[src/rtl/serial_adder.sv]
// serial_adder
//   Multi-cycle adder/subtractor. Two WIDTH-bit operands are combined
//   DIGIT_W bits per clock, starting from the least significant digit.
//   A start/busy/done handshake frames each operation. The result is
//   registered and held until the next completion.
//
// Ports
//   clk      : rising-edge clock
//   rst      : asynchronous, active-high reset
//   start    : operation request, sampled on the rising edge of clk
//   sub      : 0 = a + b + cin, 1 = a - b (captured with start)
//   cin      : carry-in for add, ignored for subtract
//   a, b     : WIDTH-bit operands (captured with start)
//   busy     : high while an operation is in progress
//   done     : one-cycle pulse when sum/cout/overflow are updated
//   sum      : registered WIDTH-bit result
//   cout     : carry out of the MSB (for subtract, 1 = no borrow)
//   overflow : two's-complement signed overflow
module serial_adder #(
  parameter int WIDTH   = 8,
  parameter int DIGIT_W = 1
) (
  input  logic             clk,
  input  logic             rst,
  input  logic             start,
  input  logic             sub,
  input  logic             cin,
  input  logic [WIDTH-1:0] a,
  input  logic [WIDTH-1:0] b,
  output logic             busy,
  output logic             done,
  output logic [WIDTH-1:0] sum,
  output logic             cout,
  output logic             overflow
);

  localparam int N  = WIDTH / DIGIT_W;
  localparam int CW = (N > 1) ? $clog2(N) : 1;

  typedef enum logic [1:0] {
    IDLE = 2'd0,
    RUN  = 2'd1,
    DONE = 2'd2
  } state_t;

  state_t             state_r;
  logic [WIDTH-1:0]   a_r;
  logic [WIDTH-1:0]   b_r;
  logic               c_r;
  logic [WIDTH-1:0]   res_r;
  logic [CW-1:0]      cnt_r;

  logic [DIGIT_W+1:0] dres_s;
  logic [DIGIT_W-1:0] dsum_s;
  logic               dcmsb_s;
  logic               dcout_s;
  logic [WIDTH-1:0]   res_next_s;
  logic               last_s;

  // Ripple of DIGIT_W full-adder cells.
  // Returns {carry_out, carry_into_top_bit, digit_sum}.
  function automatic logic [DIGIT_W+1:0] digit_add(
    input logic [DIGIT_W-1:0] x,
    input logic [DIGIT_W-1:0] y,
    input logic               c
  );
    logic [DIGIT_W-1:0] s;
    logic               carry;
    logic               c_top;
    s     = {DIGIT_W{1'b0}};
    carry = c;
    c_top = 1'b0;
    for (int i = 0; i < DIGIT_W; i++) begin
      if (i == DIGIT_W - 1) begin
        c_top = carry;
      end else begin
        c_top = c_top;
      end
      s[i]  = x[i] ^ y[i] ^ carry;
      carry = (x[i] & y[i]) | (x[i] & carry) | (y[i] & carry);
    end
    return {carry, c_top, s};
  endfunction

  // Current digit arithmetic and the next value of the result shift register.
  always_comb begin
    dres_s  = digit_add(a_r[DIGIT_W-1:0], b_r[DIGIT_W-1:0], c_r);
    dsum_s  = dres_s[DIGIT_W-1:0];
    dcmsb_s = dres_s[DIGIT_W];
    dcout_s = dres_s[DIGIT_W+1];
    // New digit enters at the top; after N shifts the LSB digit sits at bit 0.
    res_next_s = (WIDTH'(dsum_s) << (WIDTH - DIGIT_W)) | (res_r >> DIGIT_W);
    last_s     = (cnt_r == CW'(N - 1));
  end

  // Control FSM, operand/result shift registers and registered outputs.
  always_ff @(posedge clk or posedge rst) begin
    if (rst) begin
      state_r  <= IDLE;
      a_r      <= {WIDTH{1'b0}};
      b_r      <= {WIDTH{1'b0}};
      c_r      <= 1'b0;
      res_r    <= {WIDTH{1'b0}};
      cnt_r    <= {CW{1'b0}};
      busy     <= 1'b0;
      done     <= 1'b0;
      sum      <= {WIDTH{1'b0}};
      cout     <= 1'b0;
      overflow <= 1'b0;
    end else begin
      case (state_r)
        // DONE behaves like IDLE for a new request, giving back-to-back operation.
        IDLE, DONE: begin
          done <= 1'b0;
          if (start) begin
            a_r     <= a;
            // Subtract as a + ~b + 1.
            b_r     <= sub ? ~b : b;
            c_r     <= sub ? 1'b1 : cin;
            res_r   <= {WIDTH{1'b0}};
            cnt_r   <= {CW{1'b0}};
            busy    <= 1'b1;
            state_r <= RUN;
          end else begin
            busy    <= 1'b0;
            state_r <= IDLE;
          end
        end
        RUN: begin
          a_r   <= a_r >> DIGIT_W;
          b_r   <= b_r >> DIGIT_W;
          c_r   <= dcout_s;
          res_r <= res_next_s;
          cnt_r <= cnt_r + CW'(1);
          if (last_s) begin
            sum      <= res_next_s;
            cout     <= dcout_s;
            // Signed overflow: carry into MSB differs from carry out of MSB.
            overflow <= dcmsb_s ^ dcout_s;
            busy     <= 1'b0;
            done     <= 1'b1;
            state_r  <= DONE;
          end else begin
            state_r  <= RUN;
          end
        end
        default: begin
          busy    <= 1'b0;
          done    <= 1'b0;
          state_r <= IDLE;
        end
      endcase
    end
  end

endmodule

[config.mk]
export PLATFORM = sky130hd
export DESIGN_NAME = serial_adder
export DESIGN_NICKNAME = d
export VERILOG_FILES = /design/src/rtl/serial_adder.sv
export SDC_FILE = /design/constraint.sdc
export NUM_CORES = 1
export LEC_CHECK = 0
export CORE_MARGIN = 2
export CORE_UTILIZATION = 40
export DETAILED_ROUTE_END_ITERATION = 10
export SLEW_MARGIN = 5
export SYNTH_ARGS = -nofsm -noshare
export SYNTH_HDL_FRONTEND = slang
export SYNTH_SLANG_ARGS = --single-unit
[constraint.sdc]
create_clock -name clk -period 2.65 [get_ports clk]
set_clock_uncertainty 0.05 [all_clocks]
set_input_delay 0.53 -clock clk [delete_from_list [all_inputs] [get_ports clk]]
set_output_delay 0.53 -clock clk [all_outputs]
set_load 0.01 [all_outputs]
==> run_results.csv, run 1 <==
group,metric,value,unit
outcome,status,"finished, final reports clean",
clock_network,cts_made_buffers,5,
yosys,synth_fp_nets,162,
grt,track_usage,14.0,%
placement,routabilityCongestion,0.681,
sta,fin_ws,821,ps
clock_network,cts.sinks,41,
layout,drive_gt1_share,12.4,%
routing,ant_nets,0,
layout,n_antenna_cell,0,
yosys,ys_warn_count,0,
grt,grt_pass1_vias,1084,
placement,dpl_worst_slack,626,ps
floorplan,start_util,40.9,%
sta,period_needed,1830,ps
layout,area_growth_syn_to_layout,25.6,%
floorplan,die-area,4940,µm²
sta,slew-limit-headroom,56.7,%
worst_setup_path,crit_family,"adder cells",
sta,setup_viol,0,
routing,dr_total_vias,1156,
yosys,ys_seq_area_share,58.4,%
grt,grt_max_degree,42,
worst_setup_path,crit_fanout,12,
floorplan,die_y,70.3,µm
sta,rsz0062_at_grt,"false",
clock_network,ctsHtreeMaxLevel,2,
min_path,hold_start,"a_r[3]",
worst_setup_path,crit_slowest_cell,"dfrtp_1",
power,ir_drop,310,µV
sta,tns,0,ps
yosys,yosys_register_bits,41,
worst_setup_path,worstSetupPathType,"reg -> reg",
clock_network,root_buffer,"clkbuf_8",
yosys,synth_area,1760,µm²
worst_setup_path,worstPathCellList,"ha_1 > ha_1 > nand3b_1 > mux2_2",
sta,timing.hold.ws,461,ps
placement,dp.cells,214,
yosys,synthFlopType,"dfrtp_1",
sta,worst_pin_slew,649,ps
floorplan,die_x,70.3,µm
clock_network,cts_tree,"yes",
grt,antenna_found_initial,0,
job,drv_cap,0,
clock_network,clk_pin_slew,80,ps
sta,finalHoldViolCount,0,
worst_setup_path,cpPeakStageDelay,410,ps
clock_network,clock_path_buffers,2,
routing,drc,0,
floorplan,num_rows,24,
worst_setup_path,cpMostUsedCell,"ha_1",
layout,utilization,51.4,%
clock_network,holdBufCountCts,0,
worst_setup_path,cp.arrival,1950,ps
sta,fmax,547,MHz
yosys,synth_edf_count,0,
sta,timing.final.crit_share,69.0,%
sta,report.final.slew_viol_count,0,
grt,overflow,0,
worst_setup_path,startpoint,"cnt_r[0]",
floorplan,coreArea,4290,µm²
yosys,synth_cells,138,
yosys,synth.avg_cell_area,12.7,µm²
grt,grt_pass1_wl,5.44,mm
worst_setup_path,r2r_start,"cnt_r[0]",
placement,hpwl,2.20,mm
clock_network,clk_latency,290,ps
clock_network,cts_resized,0,
worst_setup_path,critPathLaunchType,"register",
worst_setup_path,cp_num_buf_inv,0,
routing,post_drt_wl_per_cell,14.3,µm
worst_setup_path,r2r_slack,820,ps
routing,drt_first_pass_iters,4,
yosys,synth_cell_types,25,
min_path,hold_class,"reg -> reg",
yosys,async_reset_ff_share,100,%
routing,wl,3.16,mm
routing,drtIter0Drc,62,
layout,layout.nets,193,
power,leakagePower,0.997,nW
layout,fin_cells,222,
placement,portBuffers,32,
power,p_per_area,1170,nW/µm²
routing,vias_per_cell,5.21,
worst_setup_path,endpoint_kind,"register",
clock_network,cts_setup_buffers,0,
worst_setup_path,crit_required,2780,ps
floorplan,ios,33,
Yosys cell counts (3+ instances only):
master,n,area (µm²)
xnor2_1,8,70.1
dfrtp_1,41,1030
inv_1,3,11.3
buf_6,3,33.8
nand2_1,8,30.0
a22oi_1,7,52.6
nand3_1,8,40.0
buf_2,6,30.0
nor2_1,11,41.3
mux2_2,9,101
a22o_1,11,96.3
a221o_1,8,80.1
state kept, by name (all words and copies together) (netlist names):
name      count
state_r       2
cnt_r         3
busy          1
a_r           8
cout          1
b_r           8
done          1
c_r           1
sum           8
res_r         7
overflow      1
worst reg2reg max path, delay by kind of cell (launching register included):
kind | cells | cell delay (ps)
adder cells (fa/ha/maj) | 2 | 430
flip-flops | 1 | 410
multiplexers | 1 | 410
AND/OR/NAND/NOR | 1 | 410
layout make-up:
cell class	instances	area [µm²]
clock buffer	6	82.6
clock inverter	2	37.5
fill	372	2090
inverter	3	11.3
multi-input combinational	84	649
sequential	41	1030
tap	52	65.1
timing repair buffer	34	335
final timing paths:
kind,endpoint,cells past startpoint
max,sum[1],4
min,a_r[3],2
max reg2reg,sum[1],4
min reg2reg,a_r[3],2
max in group asynchronous,b_r[7],3
min in group asynchronous,state_r[1],3
routing by layer:
layer | vias up | part of all wire [%] | GRT usage (%) | wire, µm
met5 | - | 0 | 0 | 0
met4 | 0 | 1.2 | 4.49 | 38
met3 | 7 | 5.2 | 4.33 | 163
met2 | 36 | 47 | 20.5 | 1500
met1 | 560 | 46 | 19.8 | 1460
li1 | 553 | - | - | -
placed cells by master (no fill, tap or decap):
| cell type | netlist | routed |
|---|---|---|
| nand2b_1 | 1 | 1 |
| a22oi_1 | 7 | 7 |
| nor2_8 | 1 | 1 |
| o21ai_1 | 1 | 1 |
| clkdlybuf4s50_1 | 0 | 32 |
| bufinv_16 | 0 | 1 |
| nand3b_1 | 1 | 1 |
| dfrtp_1 | 41 | 41 |
| clkbuf_8 | 0 | 6 |
| ha_1 | 2 | 2 |
| nor2_1 | 11 | 11 |
| nand2_1 | 8 | 8 |
| nor2b_1 | 1 | 1 |
| mux2_2 | 9 | 9 |
| buf_4 | 1 | 2 |
| or2b_1 | 1 | 1 |
| o31ai_1 | 1 | 1 |
| nor2b_4 | 1 | 1 |
| inv_1 | 3 | 3 |
| o21ai_0 | 2 | 2 |
| xnor2_1 | 8 | 8 |
| fa_1 | 1 | 1 |
| xor2_1 | 1 | 1 |
| clkinvlp_4 | 0 | 1 |
| a221o_1 | 8 | 8 |
| a22o_1 | 11 | 11 |
| nand3_1 | 8 | 8 |
report_power, final:
group | switching, mW | internal, mW
logic | 0.444 | 0.529
registers | 0.176 | 0.908
clock network | 0.216 | 0.306
cells by family after synthesis:
logic type	count (synthesis)	synth area share, %
flip-flops	41	58.4
XOR/XNOR	9	4.48
multiplexers	9	5.77
buffers and inverters	13	4.70
adder cells (fa/ha/maj)	3	2.56
AND/OR/NAND/NOR	33	9.82
AO/OA/AOI/OAI	30	14.3
per-stage QoR:
step | total power, mW | cell area (µm²)
after global routing | 2.77 | 2210
final | 2.58 | 2210
after CTS | 2.61 | 2210
after detailed placement | 2.09 | 2090
after floorplan | 1.79 | 1760
after global placement | 2.04 | 2090
Note: power is estimated with default switching activity, not from simulation.
==> run 2, diff against run 1 <==
- clock period: 2.65 -> 1.8 ns (I/O delays scaled with it)
==> run_results.csv, run 2 (same netlist as run 1, synthesis figures left out) <==
group,metric,value,unit
outcome,status,"finished, final reports clean",
routing,drtIter0Drc,79,
clock_network,cts_tree,"yes",
worst_setup_path,rr_worst_depth,5,
worst_setup_path,crit_fanout,12,
sta,fmax,619,MHz
clock_network,clk_latency,290,ps
layout,layout.nets,198,
worst_setup_path,cp.arrival,1740,ps
floorplan,die_x,70.3,µm
job,drv_cap,0,
power,pwr-share-comb,38.9,%
grt,overflow,0,
clock_network,ctsHtreeMaxLevel,2,
routing,vias_per_cell,5.13,
power,leakagePower,1.03,nW
routing,dr_total_vias,1164,
routing,ant_nets,0,
floorplan,ios,33,
power,power.internal,2.62,mW
layout,n_antenna_cell,0,
floorplan,num_rows,24,
clock_network,cts_resized,0,
grt,grt_max_degree,42,
worst_setup_path,endpoint_kind,"register",
layout,area_growth_syn_to_layout,28.9,%
floorplan,die-area,4940,µm²
power,ir_drop,541,µV
routing,wl,3.10,mm
sta,rsz0062_at_grt,"false",
layout,fillCellCount,386,
placement,routabilityCongestion,0.644,
worst_setup_path,reg2reg_to,"sum[6]",
layout,utilization,52.8,%
layout,drive_gt1_share,14.3,%
clock_network,holdBufCountCts,0,
clock_network,cts.sinks,41,
layout,layout_commonest_cell,"dfrtp_1",
grt,grt_pass1_wl,5.48,mm
grt,track_usage,14.1,%
power,swShare,31.7,%
floorplan,die_y,70.3,µm
sta,report.final.slew_viol_count,0,
routing,drc,0,
clock_network,clock_path_buffers,2,
floorplan,start_util,40.9,%
clock_network,clk_pin_slew,80,ps
sta,finalHoldViolCount,0,
power,p_per_area,1690,nW/µm²
power,p_clk_share,19.5,%
clock_network,root_buffer,"clkbuf_8",
worst_setup_path,critPathLaunchType,"register",
layout,final_cell_mix,"41 x dfrtp_1, 32 x clkdlybuf4s50_1, 11 x nor2_1, 11 x a22o_1, 9 x mux2_2",
min_path,hold_class,"in -> async",
clock_network,cts_setup_buffers,0,
layout,reg_top3,"a_r x8, b_r x8, sum x8",
sta,setup_viol,0,
worst_setup_path,r2r_slack,180,ps
placement,hpwl,2.20,mm
power,power.switching,1.22,mW
sta,tns,0,ps
floorplan,coreArea,4290,µm²
placement,portBuffers,32,
worst_setup_path,crit_required,1920,ps
routing,drt_first_pass_iters,4,
worst_setup_path,r2r_start,"cnt_r[0]",
sta,slew-limit-headroom,72.1,%
clock_network,cts_made_buffers,5,
sta,period_needed,1620,ps
worst_setup_path,worstSetupPathType,"reg -> reg",
sta,timing.final.crit_share,89.8,%
sta,worst_pin_slew,418,ps
routing,post_drt_wl_per_cell,13.7,µm
power,seqPwrFrac,41.6,%
grt,antenna_found_initial,0,
grt,grt_pass1_vias,1126,
[run 2: changes by cell type in the layout (fill, tap and decap cells not counted), sizes merged]
| cell | delta |
|---|---|
| buf | +5 |
| clkbuf | +1 |
| clkinvlp | -1 |
[run 2: final cells by class]
class / instances / area (µm²) / share of cell area (%)
clock buffer: 7 / 86.3 / 3.81
clock inverter: 1 / 30.0 / 1.33
inverter: 3 / 11.3 / 0.497
multi-input combinational: 84 / 649 / 28.7
sequential: 41 / 1030 / 45.3
tap: 52 / 65.1 / 2.87
timing repair buffer: 39 / 398 / 17.6
[run 2: worst max path at each step]
| stage | endpoint | depth (start not counted) | from |
|---|---|---|---|
| final | sum[6] | 5 | cnt_r[0] |
| after global routing | cout | 5 | cnt_r[0] |
| after CTS | cout | 5 | cnt_r[0] |
| after detailed placement | a_r[5] | 6 | start |
| after global placement | a_r[6] | 5 | start |
| after floorplan | cout | 5 | cnt_r[0] |
[run 2: power by group through the flow]
| stage | sequential (mW) | combinational [mW] | clock [mW] |
|---|---|---|---|
| finish | 1.60 | 1.49 | 0.749 |
| global route | 1.65 | 1.67 | 0.817 |
| CTS | 1.60 | 1.52 | 0.773 |
| detailed placement | 1.61 | 1.52 | 0 |
| global placement | 1.60 | 1.47 | 0 |
| floorplan | 1.61 | 1.04 | 0 |
[run 2: worst max-delay path, cell delays in order (launching register included)]
cell and delay (ps):
dfrtp_1 400, ha_1 210, ha_1 220, nand3b_1 140, buf_12 150, mux2_2 330
[run 2: per-layer routing]
metal	wire (µm)	global-route usage (%)
met1	1500	20.3
met2	1420	20.6
met3	141	4.47
met4	36	3.85
met5	0	0
[run 2: metrics by stage]
| step | std cells | area [µm²] | worst slack [ps] | hold WS (ps) | total power, mW |
|---|---|---|---|---|---|
| after floorplan | 138 | 1760 | 226 | 404 | 2.64 |
| after CTS | 227 | 2270 | 173 | 382 | 3.89 |
| after detailed placement | 219 | 2150 | 125 | 433 | 3.13 |
| after global placement | 219 | 2150 | 142 | 414 | 3.07 |
| final | 227 | 2270 | 183 | 378 | 3.84 |
| after global routing | 227 | 2270 | 119 | 393 | 4.13 |
==> run 3, diff against run 2 <==
- ABC_AREA: unset -> 1
==> run_results.csv, run 3 <==
group,metric,value,unit
outcome,status,"finished, final reports clean",
placement,dp.cells,319,
placement,dpl_worst_slack,132,ps
sta,finalHoldViolCount,0,
power,leakagePower,1.27,nW
placement,hpwl,2.66,mm
grt,track_usage,16.6,%
yosys,synth_top_family_by_area,"simple AND/OR/NAND/NOR gates",
clock_network,clk_pin_slew,80,ps
grt,overflow,0,
yosys,synth_xor_area_share,0.451,%
yosys,synth_fp_nets,260,
clock_network,cts_resized,0,
yosys,synth_compound_gate_area_share,0.773,%
yosys,ys_seq_area_share,52.8,%
power,total_power,4.00,mW
placement,routabilityCongestion,0.816,
clock_network,cts_setup_buffers,0,
sta,tns,0,ps
layout,final_cell_mix,"108 x nand2_1, 41 x dfrtp_1, 38 x nand3_1, 32 x clkdlybuf4s50_1, 17 x inv_1",
clock_network,holdBufCountCts,0,
yosys,yosysTopAreaCell,"dfrtp_1",
layout,reg_top3,"a_r x8, b_r x8, sum x8",
sta,period_needed,1610,ps
yosys,synth_common_cells,"108 x nand2_1, 41 x dfrtp_1, 38 x nand3_1, 17 x inv_1",
routing,vias_per_cell,4.77,
floorplan,num_rows,25,
routing,drtIter0Drc,54,
layout,layout_commonest_cell,"nand2_1",
yosys,synth_mux_area_share,0,%
sta,worst_pin_slew,534,ps
worst_setup_path,rr_worst_depth,5,
clock_network,ctsHtreeMaxLevel,2,
sta,timing.final.crit_share,89.5,%
floorplan,die-area,5430,µm²
job,drv_cap,0,
floorplan,coreArea,4690,µm²
layout,drive_gt1_share,9.16,%
yosys,synth_cells,236,
clock_network,clk_latency,290,ps
worst_setup_path,crit_required,1390,ps
worst_setup_path,worstPathCellList,"clkdlybuf4s50_1",
sta,report.final.slew_viol_count,0,
yosys,synth_edf_count,0,
grt,antenna_found_initial,0,
layout,layout.nets,296,
sta,timing.hold.ws,373,ps
min_path,hold_class,"in -> async",
routing,ant_nets,0,
clock_network,root_buffer,"clkbuf_8",
layout,n_antenna_cell,0,
worst_setup_path,crit_slowest_cell,"clkdlybuf4s50_1",
floorplan,die_y,73.7,µm
yosys,synthAdderAreaFrac,2.32,%
worst_setup_path,worstSetupPathType,"reg -> out",
worst_setup_path,crit_fanout,2,
floorplan,ios,33,
routing,wl,3.96,mm
routing,dr_total_vias,1560,
clock_network,cts_made_buffers,5,
floorplan,die_x,73.7,µm
floorplan,start_util,41.4,%
worst_setup_path,cp_num_buf_inv,1,
grt,grt_max_degree,42,
routing,drt_first_pass_iters,4,
clock_network,clock_path_buffers,2,
grt,grt_pass1_wl,6.88,mm
yosys,synth_cell_types,18,
yosys,yosysMostFrequentCell,"nand2_1",
worst_setup_path,crit_cells,1,
worst_setup_path,cpPeakStageDelay,540,ps
worst_setup_path,endpoint_kind,"primary output",
yosys,synth.top_cell.area_share,52.8,%
worst_setup_path,critPathLaunchType,"register",
clock_network,cts.sinks,41,
sta,fmax,621,MHz
layout,area_growth_syn_to_layout,24.9,%
yosys,ys_warn_count,0,
yosys,synth-simple-area-share,35.2,%
sta,setup_viol,0,
worst_setup_path,crit_family,"buffers and inverters",
yosys,synth_area,1940,µm²
layout,fin_cells,327,
yosys,yosys-top-cells-area,"dfrtp_1 53%, nand2_1 21%, nand3_1 9.8%",
grt,grt_pass1_vias,1532,
placement,portBuffers,32,
yosys,async_reset_ff_share,100,%
yosys,synthFlopType,"dfrtp_1",
clock_network,cts_tree,"yes",
power,p_per_area,1650,nW/µm²
sta,slew-limit-headroom,64.4,%
routing,post_drt_wl_per_cell,12.1,µm
worst_setup_path,cp.arrival,1200,ps
routing,drc,0,
yosys,synth.avg_cell_area,8.23,µm²
power,ir_drop,733,µV
sta,rsz0062_at_grt,"false",
yosys,yosys_register_bits,41,
sta,fin_ws,189,ps
run 3: changes by cell type after synthesis, moves of 7 or more:
| cell | before | now |
|---|---|---|
| nand3_1 | 8 | 38 |
| a22oi_1 | 7 | 0 |
| inv_1 | 3 | 17 |
| a221o_1 | 8 | 0 |
| a22o_1 | 11 | 0 |
| xnor2_1 | 8 | 0 |
| mux2_2 | 9 | 0 |
| nand2_1 | 8 | 108 |
run 3: logic make-up (layout without fill, tap and decap cells):
logic type / Yosys count / after routing
fa+ha+maj: 3 / 3
xor+xnor: 1 / 1
buf+inv: 30 / 67
flops: 41 / 41
simple gates: 158 / 158
compound gates: 3 / 3
run 3: final timing paths:
kind	startpoint	endpoint	slack (ps)
max	busy	busy	190
min	rst	sum[6]	370
max reg2reg	state_r[0]	b_r[0]	290
min reg2reg	res_r[1]	res_r[1]	420
max in group asynchronous	rst	a_r[7]	1140
min in group clk	res_r[1]	res_r[1]	420
run 3: worst reg2reg max path: cells and delay by family (launching register included):
| family | cells | cell delay [ps] |
|---|---|---|
| buffers and inverters | 2 | 320 |
| and+or+nand+nor | 3 | 400 |
| DFF | 1 | 690 |
run 3: layout make-up:
class                           count  area, µm²
Inverter                           21       88.8
Tap cell                           54       67.6
Clock inverter                      3       46.3
Fill cell                         464       2260
Sequential cell                    41       1030
Multi-Input combinational cell    165        752
Timing Repair Buffer               38        378
Clock buffer                        5       68.8
run 3: metrics by stage:
| stage | utilization [%] | instance area (µm²) |
|---|---|---|
| 2_1_floorplan | - | 1940 |
| 3_3_place_gp | 49.3 | 2310 |
| 3_5_place_dp | 49.3 | 2310 |
| 4_1_cts | 51.7 | 2430 |
| 5_1_grt | 51.7 | 2430 |
| 6_report | 51.7 | 2430 |
run 3: routing by layer:
metal | GRT usage, % | part of all wire [%] | up-vias
met3 | 3.29 | 3.3 | 4
met5 | 0 | 0 | -
met1 | 22.7 | 51 | 733
met2 | 26.0 | 45 | 23
met4 | 6.67 | 0.91 | 0
li1 | - | - | 800
run 3: power by group:
group	internal (mW)	total (mW)	switching, mW
Clock	0.415	0.758	0.343
Sequential	1.34	1.63	0.292
Combinational	0.724	1.61	0.890
